$ cat src/rtl/glbl_one_hot.sv
// One-hot checker: registers zero/one-hot/multi-hot flags, lowest set index and popcount.
// Optional latched error flag enabled by defining GLBL_ONE_HOT_STICKY_ERR_EN.
module glbl_one_hot #(
  parameter int INPUT_WIDTH = 16
) (
  input  logic                               clk,
  input  logic                               rst_n,
  input  logic                               valid_in,
  input  logic [INPUT_WIDTH-1:0]             val_in,
  input  logic                               err_clr,
  output logic                               valid_out,
  output logic                               is_one_hot,
  output logic                               is_zero,
  output logic                               multi_hot,
  output logic [$clog2(INPUT_WIDTH)-1:0]     hot_idx,
  output logic [$clog2(INPUT_WIDTH+1)-1:0]   pop_cnt,
  output logic                               sticky_err
);

  localparam int IW = $clog2(INPUT_WIDTH);
  localparam int PW = $clog2(INPUT_WIDTH+1);
  localparam logic [INPUT_WIDTH-1:0] ONE = 1;

  logic          w_zero;
  logic          w_one_hot;
  logic          w_multi;
  logic [IW-1:0] w_idx;
  logic [PW-1:0] w_pop;

  logic          r_valid;
  logic          r_one_hot;
  logic          r_zero;
  logic          r_multi;
  logic [IW-1:0] r_idx;
  logic [PW-1:0] r_pop;

  assign w_zero    = ~|val_in;
  assign w_one_hot = !w_zero && ((val_in & (val_in - ONE)) == '0);
  assign w_multi   = !w_zero && !w_one_hot;

  always_comb begin
    w_pop = '0;
    for (int i = 0; i < INPUT_WIDTH; i++) begin
      w_pop = w_pop + PW'(val_in[i]);
    end
  end

  // Scan downward so the last hit is the lowest set bit; zero input leaves index 0.
  always_comb begin
    w_idx = '0;
    for (int i = INPUT_WIDTH-1; i >= 0; i--) begin
      if (val_in[i]) w_idx = IW'(i);
    end
  end

  always_ff @(posedge clk) begin
    if (!rst_n) begin
      r_valid   <= 1'b0;
      r_one_hot <= 1'b0;
      r_zero    <= 1'b1;
      r_multi   <= 1'b0;
      r_idx     <= '0;
      r_pop     <= '0;
    end else begin
      r_valid <= valid_in;
      if (valid_in) begin
        r_one_hot <= w_one_hot;
        r_zero    <= w_zero;
        r_multi   <= w_multi;
        r_idx     <= w_idx;
        r_pop     <= w_pop;
      end
    end
  end

`ifdef GLBL_ONE_HOT_STICKY_ERR_EN
  logic r_sticky;

  // A new error sample wins over a simultaneous clear.
  always_ff @(posedge clk) begin
    if (!rst_n) begin
      r_sticky <= 1'b0;
    end else if (valid_in && !w_one_hot) begin
      r_sticky <= 1'b1;
    end else if (err_clr) begin
      r_sticky <= 1'b0;
    end
  end

  assign sticky_err = r_sticky;
`else
  logic w_unused_err_clr;

  assign w_unused_err_clr = err_clr;
  assign sticky_err       = 1'b0;
`endif

  assign valid_out  = r_valid;
  assign is_one_hot = r_one_hot;
  assign is_zero    = r_zero;
  assign multi_hot  = r_multi;
  assign hot_idx    = r_idx;
  assign pop_cnt    = r_pop;

endmodule

$ cat config.mk
export PLATFORM = sky130hd
export DESIGN_NAME = glbl_one_hot
export DESIGN_NICKNAME = d
export VERILOG_FILES = /design/src/rtl/glbl_one_hot.sv
export SDC_FILE = /design/constraint.sdc
export NUM_CORES = 1
export LEC_CHECK = 0
export ABC_AREA = 1
export BUFFER_PORTS_ARGS = -buffer_cell sky130_fd_sc_hd__buf_2
export CAP_MARGIN = 20
export CORE_UTILIZATION = 56
export CTS_CLUSTER_DIAMETER = 40
export DETAILED_ROUTE_END_ITERATION = 7
export GPL_ROUTABILITY_DRIVEN = 0
export GPL_TIMING_DRIVEN = 0
export PLACE_DENSITY = 0.94
export SLEW_MARGIN = 25
export SYNTH_ARGS = -nofsm -noshare
export SYNTH_HDL_FRONTEND = slang
export SYNTH_SLANG_ARGS = --single-unit
$ cat constraint.sdc
create_clock -name clk -period 5.3 [get_ports clk]
set_input_delay 0.795 -clock clk [delete_from_list [all_inputs] [get_ports clk]]
set_output_delay 0.795 -clock clk [all_outputs]
set_load 0.03 [all_outputs]
Word level (Yosys, flattened, before mapping)
Index checks and enable logic that the tools add are counted.
Cells by class
  add/sub/neg operators: 16
  multiplexer cells: 16
  bitwise logic cells: 1
  reduce and logical (&&, ||, !) cells: 6
Operators with widths (count)
  4-bit two-way mux: 16
  5-bit by 1-bit adder with 5-bit output: 11
  16-bit bitwise AND: 1
  16-bit zero test: 1
  16-bit OR reduction: 1
  16-bit by 1-bit subtractor with 16-bit output (second input constant): 1
  4-bit by 1-bit adder with 5-bit output: 1
  3-bit by 1-bit adder with 4-bit output: 1
  2-bit by 1-bit adder with 3-bit output: 1
  1-bit by 1-bit adder with 2-bit output: 1
  1-bit logical AND: 2
  1-bit zero test: 2
Word-level totals
  bits in registers: 13
  output and inout port bits: 14
  word-level logic and storage cells: 45

Depth between registers and ports, before layout
  depth in word-level cells: 16
  depth in mapped cells: 17
  mapped depth without buffers: 17

Worst setup path before layout
OpenSTA, ideal clock, no wires.
  path kind: in2reg
  start point: input val_in[0]
  end point: register r_pop[3] (netlist: pop_cnt[3])
  data arrival time: 3.730 ns
  required time: 5.183 ns
  path slack: 1.452 ns
  stages on the path: 13
  path buffers: 0
  cell sequence: inv_1 > fa_1 > fa_1 > fa_1 > fa_1 > inv_1 > ha_1 > nand2_1 > nor2_1 > a211oi_1 > nor2_1 > o221ai_1 > inv_1
On the way
  word-level cells in the longest chain between the ends: 15
RTL lines
  start: declaration: RTL line 9  | input logic [INPUT_WIDTH-1:0] val_in,
  1-bit by 1-bit adder with 2-bit output: RTL line 44  | w_pop = w_pop + PW'(val_in[i]);
  2-bit by 1-bit adder with 3-bit output: RTL line 44
  3-bit by 1-bit adder with 4-bit output: RTL line 44
  4-bit by 1-bit adder with 5-bit output: RTL line 44
  5-bit by 1-bit adder with 5-bit output (11 in a row): RTL line 44
  end signal: assignment: RTL line 71  | r_pop <= w_pop;
  end: declaration: RTL line 35  | logic [PW-1:0] r_pop;
No other way between the ends.
A chain may end at the register's enable or synchronous reset.

Worst setup path in the final report
Same ends and word-level chain as after synthesis.

==> out/qor.yml <==
outcome:
  status: "complete, no violations"
cts:
  clockBufferDepth: 2
  cts_resized: 0
  cts_tree: "yes"
  clock-root-buffer: "clkbuf_4"
  clock-sinks: 13
  clk_latency_ns: 0.28
  post_cts_buffers: 0
  cts-hold-fix-buffers: 0
  clk_pin_slew_ns: 0.08
  numCtsBuffers: 3
  h-tree-depth: 1
floorplanning:
  die_y_um: 49.5
  die_w_um: 49.5
  core-area_um2: 2040
  ios: 34
  start_util_pct: 61.9
  placementRows: 16
  dieArea_um2: 2450
global_routing:
  grt_max_degree: 11
  grt_remaining_overflow: 0
  antenna_found_initial: 0
  grt_pass1_vias: 1164
  track_usage_pct: 25.3
  grt_pass1_wl_um: 4730
setup_path:
  worstPathRequired_ns: 5.48
  r2r_cells: 4
  crit_type: "input port to flop"
  cp_common_cell: "fa_1"
  crit_path_end_kind: "flop"
  cp_max_fo: 3
  rr_endpoint: "pop_cnt[2]$_SDFFE_PN0P_"
  arrival_ns: 4.08
  rrSetupSlack_ns: 4.62
  crit_chain: "buf_2, inv_1, fa_1, fa_1, fa_1, fa_1, inv_1, ha_1, nand2_1, nor2_1, a211oi_1, nor2_1, o221ai_1, inv_1"
  critPathLaunch: "val_in[0]"
  slowest_stage: "fa_1"
  r2r_start: "pop_cnt[2]$_SDFFE_PN0P_"
  critPathMaxStageDelay_ns: 0.61
  start_kind: "input port"
logic_synthesis:
  synth_warnings: 0
  yosysMostFrequentCell: "nand2_1"
  yosysSeqAreaShare_pct: 20.6
  synth_edf_count: 0
  async_flop_share_pct: 0
  syn_nets: 219
  syn-cell-area_um2: 1260
  netlist.area_leader.share_pct: 20.6
  synth_cells: 182
  syn_area_per_cell_um2: 6.94
  synth_top_area_cell: "dfxtp_1"
  ys_ff_latch: 13
  ys_top_cells_by_area: "dfxtp_1 21%, fa_1 16%, nand2_1 13%"
  synth_common_cells: "44 x nand2_1, 32 x inv_1, 19 x nor2_1, 13 x dfxtp_1, 11 x a21oi_1"
  synth_top_flop_cell: "dfxtp_1"
  ys_types: 31
job:
  drv_cap: 0
sta:
  finalMaxSlewViolations: 0
  setup_violations: 0
  period_share_pct: 73.6
  layout_min_cycle_time_ns: 3.90
  tns_ns: 0
  hold_viol: 0
  max_clock_freq_ghz: 0.256
  finClkSkew_ns: 0
  rsz0062_at_grt: "false"
detailed_routing:
  dr.first_iter.drc_count: 50
  drt-total-wl_um: 2660
  drc: 0
  num_vias: 1248
  ant_nets: 0
  first_pass_iters: 4
  post_drt_via_cell_ratio: 5.11
  routedWlPerCell_um: 10.9
final_layout:
  antennaDiodeCount: 0
  drive_gt1_share_pct: 23.5
  final_core_util_pct: 72.4
  syn_to_final_growth_pct: 17.0
  final_area_um2: 1480
  fillCellCount: 193
  nets: 255
pwr:
  vdd_drop_max_mv: 0.271
  power_density_nw_per_um2: 270
  power_leakage_nw: 0.767
  power_w: 0.000399
place:
  io_buffers: 31
  placed_area_um2: 1450
  hpwl_um: 2280
worst_hold_path:
  min_path_type: "flop to flop"
  hold_end: "hot_idx[2]$_SDFFE_PN0P_"
  hold_depth: 2
  min_from: "hot_idx[2]$_SDFFE_PN0P_"
## flip-flops by register name, summed over array words and instances, names as in the netlist
name,flops
multi_hot,1
valid_out,1
is_one_hot,1
pop_cnt,5
is_zero,1
hot_idx,4
## metrics by stage
step	setup WS [ns]	hold WS, ns	instances
6_report	1.40	0.466	244
2_1_floorplan	1.45	0.597	182
3_5_place_dp	1.10	0.458	240
5_1_grt	1.23	0.488	244
3_3_place_gp	1.21	0.448	240
4_1_cts	1.39	0.470	244
## area by class of cell
class | count | area, µm² | area share (%)
buffer | 2 | 11.3 | 0.761
timing repair buffer | 31 | 155 | 10.5
clock buffer | 4 | 26.3 | 1.78
tap | 27 | 33.8 | 2.28
sequential | 13 | 260 | 17.6
multi-input combinational | 132 | 861 | 58.2
inverter | 35 | 131 | 8.88
## worst max-delay path by stage
stage                         endpoint  slack, ns  depth (start not counted)
2_1_floorplan  pop_cnt[3]$_SDFFE_PN0P_       1.45                         13
3_3_place_gp   pop_cnt[3]$_SDFFE_PN0P_       1.21                         14
3_5_place_dp   pop_cnt[3]$_SDFFE_PN0P_       1.10                         14
4_1_cts        pop_cnt[3]$_SDFFE_PN0P_       1.39                         14
5_1_grt        pop_cnt[3]$_SDFFE_PN0P_       1.23                         14
6_report       pop_cnt[3]$_SDFFE_PN0P_       1.40                         14
## placed cells by master (no fill, tap or decap), types with 2 or more instances in the layout
cell / instances
inv_1: 32
nor3_1: 2
a31oi_1: 2
nand3_1: 5
inv_2: 2
buf_2: 31
dfxtp_1: 13
nand2_1: 44
fa_1: 10
clkbuf_1: 2
nor2_2: 7
nor2_1: 19
clkbuf_4: 3
o21ai_0: 9
ha_1: 7
nand2_2: 2
a21oi_1: 11
## layer usage
layer / routed length [µm] / GRT usage, % / up-vias
li1: - / - / 636
met2: 1330 / 43.2 / 40
met1: 1120 / 30.5 / 564
met4: 55 / 10.0 / 0
met5: 0 / 0 / -
met3: 158 / 6.17 / 8
## worst max-delay path: cells and delay by family
| kind | cells | cell delay (ns) |
|---|---|---|
| adder cells (fa/ha/maj) | 5 | 2.37 |
| AO/OA/AOI/OAI | 2 | 0.40 |
| buffers and inverters | 4 | 0.32 |
| AND/OR/NAND/NOR | 3 | 0.17 |
## kinds of logic after synthesis
group	share of synthesized area [%]
other	0.297
adder cells (fa/ha/maj)	22.8
XOR/XNOR	0.693
buffers and inverters	11.3
flip-flops	20.6
AND/OR/NAND/NOR	31.7
AO/OA/AOI/OAI	12.7
## report_power, final
group	switching [W]	internal (W)
logic	0.000135	0.0000872
clock network	0.0000329	0.0000292
registers	0.00000541	0.000110
total	0.000173	0.000226
Power figures use the tool's default switching activity.
